[config.mk]
export PLATFORM = sky130hd
export DESIGN_NAME = spatz_tcdm_amo_bank
export DESIGN_NICKNAME = d
export VERILOG_FILES = /design/src/rtl/spatz_tcdm_amo_bank.sv
export SDC_FILE = /design/constraint.sdc
export NUM_CORES = 1
export LEC_CHECK = 0
export CAP_MARGIN = 40
export CORE_AREA = 3 3 80 82
export CTS_CLUSTER_SIZE = 30
export DETAILED_ROUTE_END_ITERATION = 8
export DIE_AREA = 0 0 83 85
export GPL_TIMING_DRIVEN = 0
export PLACE_DENSITY = 0.76
export REMOVE_ABC_BUFFERS = 1
export SYNTH_ARGS = -nofsm -noshare
export SYNTH_HDL_FRONTEND = slang
export SYNTH_SLANG_ARGS = --single-unit
[constraint.sdc]
create_clock -name clk_i -period 0.89 [get_ports clk_i]
set_clock_uncertainty 0.05 [all_clocks]
set_input_delay 0.1335 -clock clk_i [delete_from_list [all_inputs] [get_ports clk_i]]
set_output_delay 0.1335 -clock clk_i [all_outputs]
set_load 0.01 [all_outputs]
[src/rtl/spatz_tcdm_amo_bank.sv]
// Per-bank TCDM adapter: 1-cycle SRAM pass-through plus local AMO / LR / SC execution.
// Atomics are built only when SPATZ_TCDM_AMO_EN is defined; otherwise every request is a plain access.
module spatz_tcdm_amo_bank #(
    parameter int unsigned AddrWidth = 32,
    parameter int unsigned DataWidth = 32,
    parameter int unsigned StrbWidth = DataWidth / 8
) (
    input  logic                 clk_i,
    input  logic                 rst_i,
    input  logic                 q_valid_i,
    output logic                 q_ready_o,
    input  logic [AddrWidth-1:0] q_addr_i,
    input  logic                 q_write_i,
    input  logic [3:0]           q_amo_i,
    input  logic [DataWidth-1:0] q_data_i,
    input  logic [StrbWidth-1:0] q_strb_i,
    output logic                 p_valid_o,
    output logic [DataWidth-1:0] p_data_o,
    output logic                 sram_req_o,
    output logic                 sram_we_o,
    output logic [AddrWidth-1:0] sram_addr_o,
    output logic [DataWidth-1:0] sram_wdata_o,
    output logic [StrbWidth-1:0] sram_be_o,
    input  logic [DataWidth-1:0] sram_rdata_i
);

    // Handshake: a request is taken on q_valid_i & q_ready_o; its response appears exactly one cycle later.
    logic                 accept;
    logic                 p_valid_q;
    logic [DataWidth-1:0] rdata_sel;

`ifdef SPATZ_TCDM_AMO_EN
    localparam logic [0:0] IDLE   = 1'b0;
    localparam logic [0:0] AMO_WB = 1'b1;

    localparam logic [3:0] AMO_NONE = 4'd0;
    localparam logic [3:0] AMO_SWAP = 4'd1;
    localparam logic [3:0] AMO_ADD  = 4'd2;
    localparam logic [3:0] AMO_AND  = 4'd3;
    localparam logic [3:0] AMO_OR   = 4'd4;
    localparam logic [3:0] AMO_XOR  = 4'd5;
    localparam logic [3:0] AMO_MAX  = 4'd6;
    localparam logic [3:0] AMO_MAXU = 4'd7;
    localparam logic [3:0] AMO_MIN  = 4'd8;
    localparam logic [3:0] AMO_MINU = 4'd9;
    localparam logic [3:0] AMO_LR   = 4'd10;
    localparam logic [3:0] AMO_SC   = 4'd11;

    logic [0:0]           state_q, state_d;
    logic [3:0]           op;
    logic                 is_rmw, is_lr, is_sc, is_store, sc_ok;
    logic [AddrWidth-1:0] amo_addr_q;
    logic [3:0]           amo_op_q;
    logic [DataWidth-1:0] amo_operand_q, amo_result;
    logic                 res_valid_q;
    logic [AddrWidth-1:0] res_addr_q;
    logic                 resp_sc_q, resp_sc_ok_q;

    // Opcodes 12-15 fall back to a plain access.
    assign op       = (q_amo_i > AMO_SC) ? AMO_NONE : q_amo_i;
    assign is_rmw   = (op != AMO_NONE) && (op <= AMO_MINU);
    assign is_lr    = (op == AMO_LR);
    assign is_sc    = (op == AMO_SC);
    assign is_store = (op == AMO_NONE) && q_write_i;
    assign sc_ok    = res_valid_q && (res_addr_q == q_addr_i);

    assign q_ready_o = !rst_i && (state_q == IDLE);
    assign accept    = q_valid_i && q_ready_o;

    always_comb begin
        amo_result = amo_operand_q;
        case (amo_op_q)
            AMO_SWAP: amo_result = amo_operand_q;
            AMO_ADD:  amo_result = sram_rdata_i + amo_operand_q;
            AMO_AND:  amo_result = sram_rdata_i & amo_operand_q;
            AMO_OR:   amo_result = sram_rdata_i | amo_operand_q;
            AMO_XOR:  amo_result = sram_rdata_i ^ amo_operand_q;
            AMO_MAX:  amo_result = ($signed(sram_rdata_i) > $signed(amo_operand_q)) ? sram_rdata_i : amo_operand_q;
            AMO_MAXU: amo_result = (sram_rdata_i > amo_operand_q) ? sram_rdata_i : amo_operand_q;
            AMO_MIN:  amo_result = ($signed(sram_rdata_i) < $signed(amo_operand_q)) ? sram_rdata_i : amo_operand_q;
            AMO_MINU: amo_result = (sram_rdata_i < amo_operand_q) ? sram_rdata_i : amo_operand_q;
            default:  amo_result = amo_operand_q;
        endcase
    end

    // The write-back is dropped if reset lands in the AMO_WB cycle.
    always_comb begin
        sram_req_o   = 1'b0;
        sram_we_o    = 1'b0;
        sram_addr_o  = q_addr_i;
        sram_wdata_o = q_data_i;
        sram_be_o    = q_strb_i;
        if (state_q == AMO_WB) begin
            sram_req_o   = !rst_i;
            sram_we_o    = 1'b1;
            sram_addr_o  = amo_addr_q;
            sram_wdata_o = amo_result;
            sram_be_o    = '1;
        end else begin
            sram_req_o = accept && !(is_sc && !sc_ok);
            sram_we_o  = is_sc || is_store;
            if (is_sc) sram_be_o = '1;
        end
    end

    always_comb begin
        state_d = state_q;
        case (state_q)
            IDLE:    if (accept && is_rmw) state_d = AMO_WB;
            AMO_WB:  state_d = IDLE;
            default: state_d = IDLE;
        endcase
    end

    always_ff @(posedge clk_i) begin
        if (rst_i) begin
            state_q       <= IDLE;
            amo_addr_q    <= '0;
            amo_op_q      <= AMO_NONE;
            amo_operand_q <= '0;
            res_valid_q   <= 1'b0;
            res_addr_q    <= '0;
            resp_sc_q     <= 1'b0;
            resp_sc_ok_q  <= 1'b0;
        end else begin
            state_q      <= state_d;
            resp_sc_q    <= accept && is_sc;
            resp_sc_ok_q <= sc_ok;
            if (accept && is_rmw) begin
                amo_addr_q    <= q_addr_i;
                amo_op_q      <= op;
                amo_operand_q <= q_data_i;
            end
            // Any write reaching the reserved word kills the reservation on the same edge.
            if (state_q == AMO_WB) begin
                if (amo_addr_q == res_addr_q) res_valid_q <= 1'b0;
            end else if (accept) begin
                if (is_lr) begin
                    res_valid_q <= 1'b1;
                    res_addr_q  <= q_addr_i;
                end else if (is_sc) begin
                    res_valid_q <= 1'b0;
                end else if (is_store && (q_addr_i == res_addr_q)) begin
                    res_valid_q <= 1'b0;
                end
            end
        end
    end

    assign rdata_sel = resp_sc_q ? {{(DataWidth-1){1'b0}}, !resp_sc_ok_q} : sram_rdata_i;
`else
    logic unused_amo;

    assign unused_amo   = ^q_amo_i;
    assign q_ready_o    = !rst_i;
    assign accept       = q_valid_i && q_ready_o;
    assign sram_req_o   = accept;
    assign sram_we_o    = q_write_i;
    assign sram_addr_o  = q_addr_i;
    assign sram_wdata_o = q_data_i;
    assign sram_be_o    = q_strb_i;
    assign rdata_sel    = sram_rdata_i;
`endif

    always_ff @(posedge clk_i) begin
        if (rst_i) p_valid_q <= 1'b0;
        else       p_valid_q <= accept;
    end

    assign p_valid_o = p_valid_q;
    assign p_data_o  = p_valid_q ? rdata_sel : '0;

endmodule

==> reports/results.txt <==
synthesized area - 810 µm²
violated checks - negative setup slack
commonest non-fill, non-tap cells in the layout - 37 x buf_6, 33 x dlygate4sd2_1, 31 x and2_4
kind of critical path - reg2out
final hold violation count - 0
power share of the sequential group - 10.1%
Post-DP Area - 1060 µm²
Initial Util - 13.9%
RSZ-0062 raised after global routing - yes
CP required - 0.71 ns
gr ovfl total - 0
final worst path period share - 118%
endpoints failing setup - 33
power share of the clock group - 0%
most common cell after layout, fill and taps aside - buf_6
PwrDens - 415 nW/µm²
status - complete, but fails checks
relative slew slack - 89.3%
DR vias/cell - 3.66
Std-Cell Rows - 28
Max VDD drop - 0.000265 V
Net Sw Power - 0.000153 W
hold path endpoint - sram_be_o[2]
post-layout minimum cycle time - 1.05 ns
WL/cell - 41.9 µm
DRT Wirelength - 7920 µm
# IOs - 212
worst hold path type - in2out
syn avg cell area - 7.50 µm²
core area - 5820 µm²
DP HPWL - 7320 µm
initial drt markers - 2
die area - 7060 µm²
cell-internal power - 0.000372 W
worst-path maximum fanout - 4
post-synthesis sequential area ratio - 2.47%
# Max-Cap Violations - 0
logic gate share of total power - 89.9%
vias post-DR - 692
Pleak - 0.629 nW
cell count after synthesis - 108
gr usage total - 21.0%
Worst EP arrival - 0.87 ns
vias in the first global route - 679
Yosys reg bits - 1
ANT cells - 0
Port Buffers - 69
Clk pin slew, worst setup/hold paths - 0 ns
synth-to-layout area growth - 56.1%
Largest register FFs - 1
Worst Hold Path Cells - 0
CP Capture Type - output pin
fin nets - 224
Worst Setup Start Kind - register
synth warn - 0
post-route cell area - 1260 µm²
first-pass GRT wire length - 9350 µm
DRC violations left - 0
slew of the pin with the lowest slew margin - 0.161 ns
initial antenna violation count - 0
largest net degree at the start of global routing - 10
Sw Share - 29.2%
Detailed Routing Iterations Pass 1 - 2
Placer Congestion - 0.991
Die Ht - 85 µm
post-synth cell types - 6
final worst setup slack - -0.162 ns
share of post-route cells with drive strength above 1 - 68.4%
tightest hold margin - 0.217 ns
Die Span X - 83 µm
hold_sp - q_strb_i[2]
Detail Route Antenna Nets - 0
Max Slew Vio Count - 0
maximum clock frequency - 0.951 GHz
==> worst max-delay path by stage <==
stage / startpoint / endpoint / depth (start not counted)
floorplan: p_valid_o / p_data_o[0] / 1
global placement: p_valid_o / p_data_o[29] / 2
detailed placement: p_valid_o / p_data_o[29] / 2
CTS: p_valid_o / p_data_o[16] / 4
global route: p_valid_o / p_data_o[13] / 4
finish: p_valid_o / p_data_o[13] / 4
==> through the flow <==
stage | std cells | TNS, ns | setup slack [ns] | total power [W] | utilization (%)
after global placement | 180 | -31.46 | -0.969 | 0.000429 | 18.2
after floorplan | 36 | -6.53 | -0.204 | 0.000149 | -
final | 189 | -3.75 | -0.162 | 0.000525 | 21.7
after detailed placement | 180 | -31.85 | -0.978 | 0.000433 | 18.2
after global routing | 189 | -4.26 | -0.178 | 0.000555 | 21.7
after CTS | 187 | -4.16 | -0.167 | 0.000512 | 21.0
==> synthesized netlist by cell type <==
library cell	number	share of area, %
clkbuf_2	3	1.9
nor2b_1	2	1.5
dfxtp_1	1	2.5
buf_4	69	64
and2_2	32	30
inv_1	1	0.46
==> power groups by stage <==
stage	clock network, W	registers, W	logic (W)
global placement	0	0.0000638	0.000365
finish	0	0.0000530	0.000472
global route	0	0.0000534	0.000502
detailed placement	0	0.0000641	0.000368
CTS	0	0.0000531	0.000459
floorplan	0	0.0000587	0.0000904
==> critical path: stages, from the launching register on <==
cell,delay (ns)
dfxtp_4,0.35
buf_6,0.13
clkbuf_16,0.14
and2_4,0.13
buf_6,0.11
==> logic make-up after synthesis <==
group                  synth area share (%)
and+or+nand+nor                        31.2
buffers and inverters                  66.3
DFF                                    2.47
==> area by class of cell <==
type	count	area, µm²
well taps	75	93.8
multi-input cells	34	299
repair buffers	78	843
inverters	1	3.75
fillers	686	4550
flip-flops and latches	1	23.8
==> layer usage <==
metal  part of all wire [%]  wire length, µm  vias to the layer above  global-route usage, %
met3                     39             3080                        6                   39.0
met2                     49             3890                      162                   37.1
met4                    1.0               81                        0                   1.78
met1                     11              858                      260                   6.72
met5                      0                0                        -                      0
li1                       -                -                      264                      -
==> repair_timing <==
action,in CTS,in global routing
gates resized for setup,246,5
pin swaps,22,22
buffers inserted,6,1
hold buffers,0,0
endpoints found under the setup margin,36,34
gates cloned,1,1
Power figures use the tool's default switching activity.
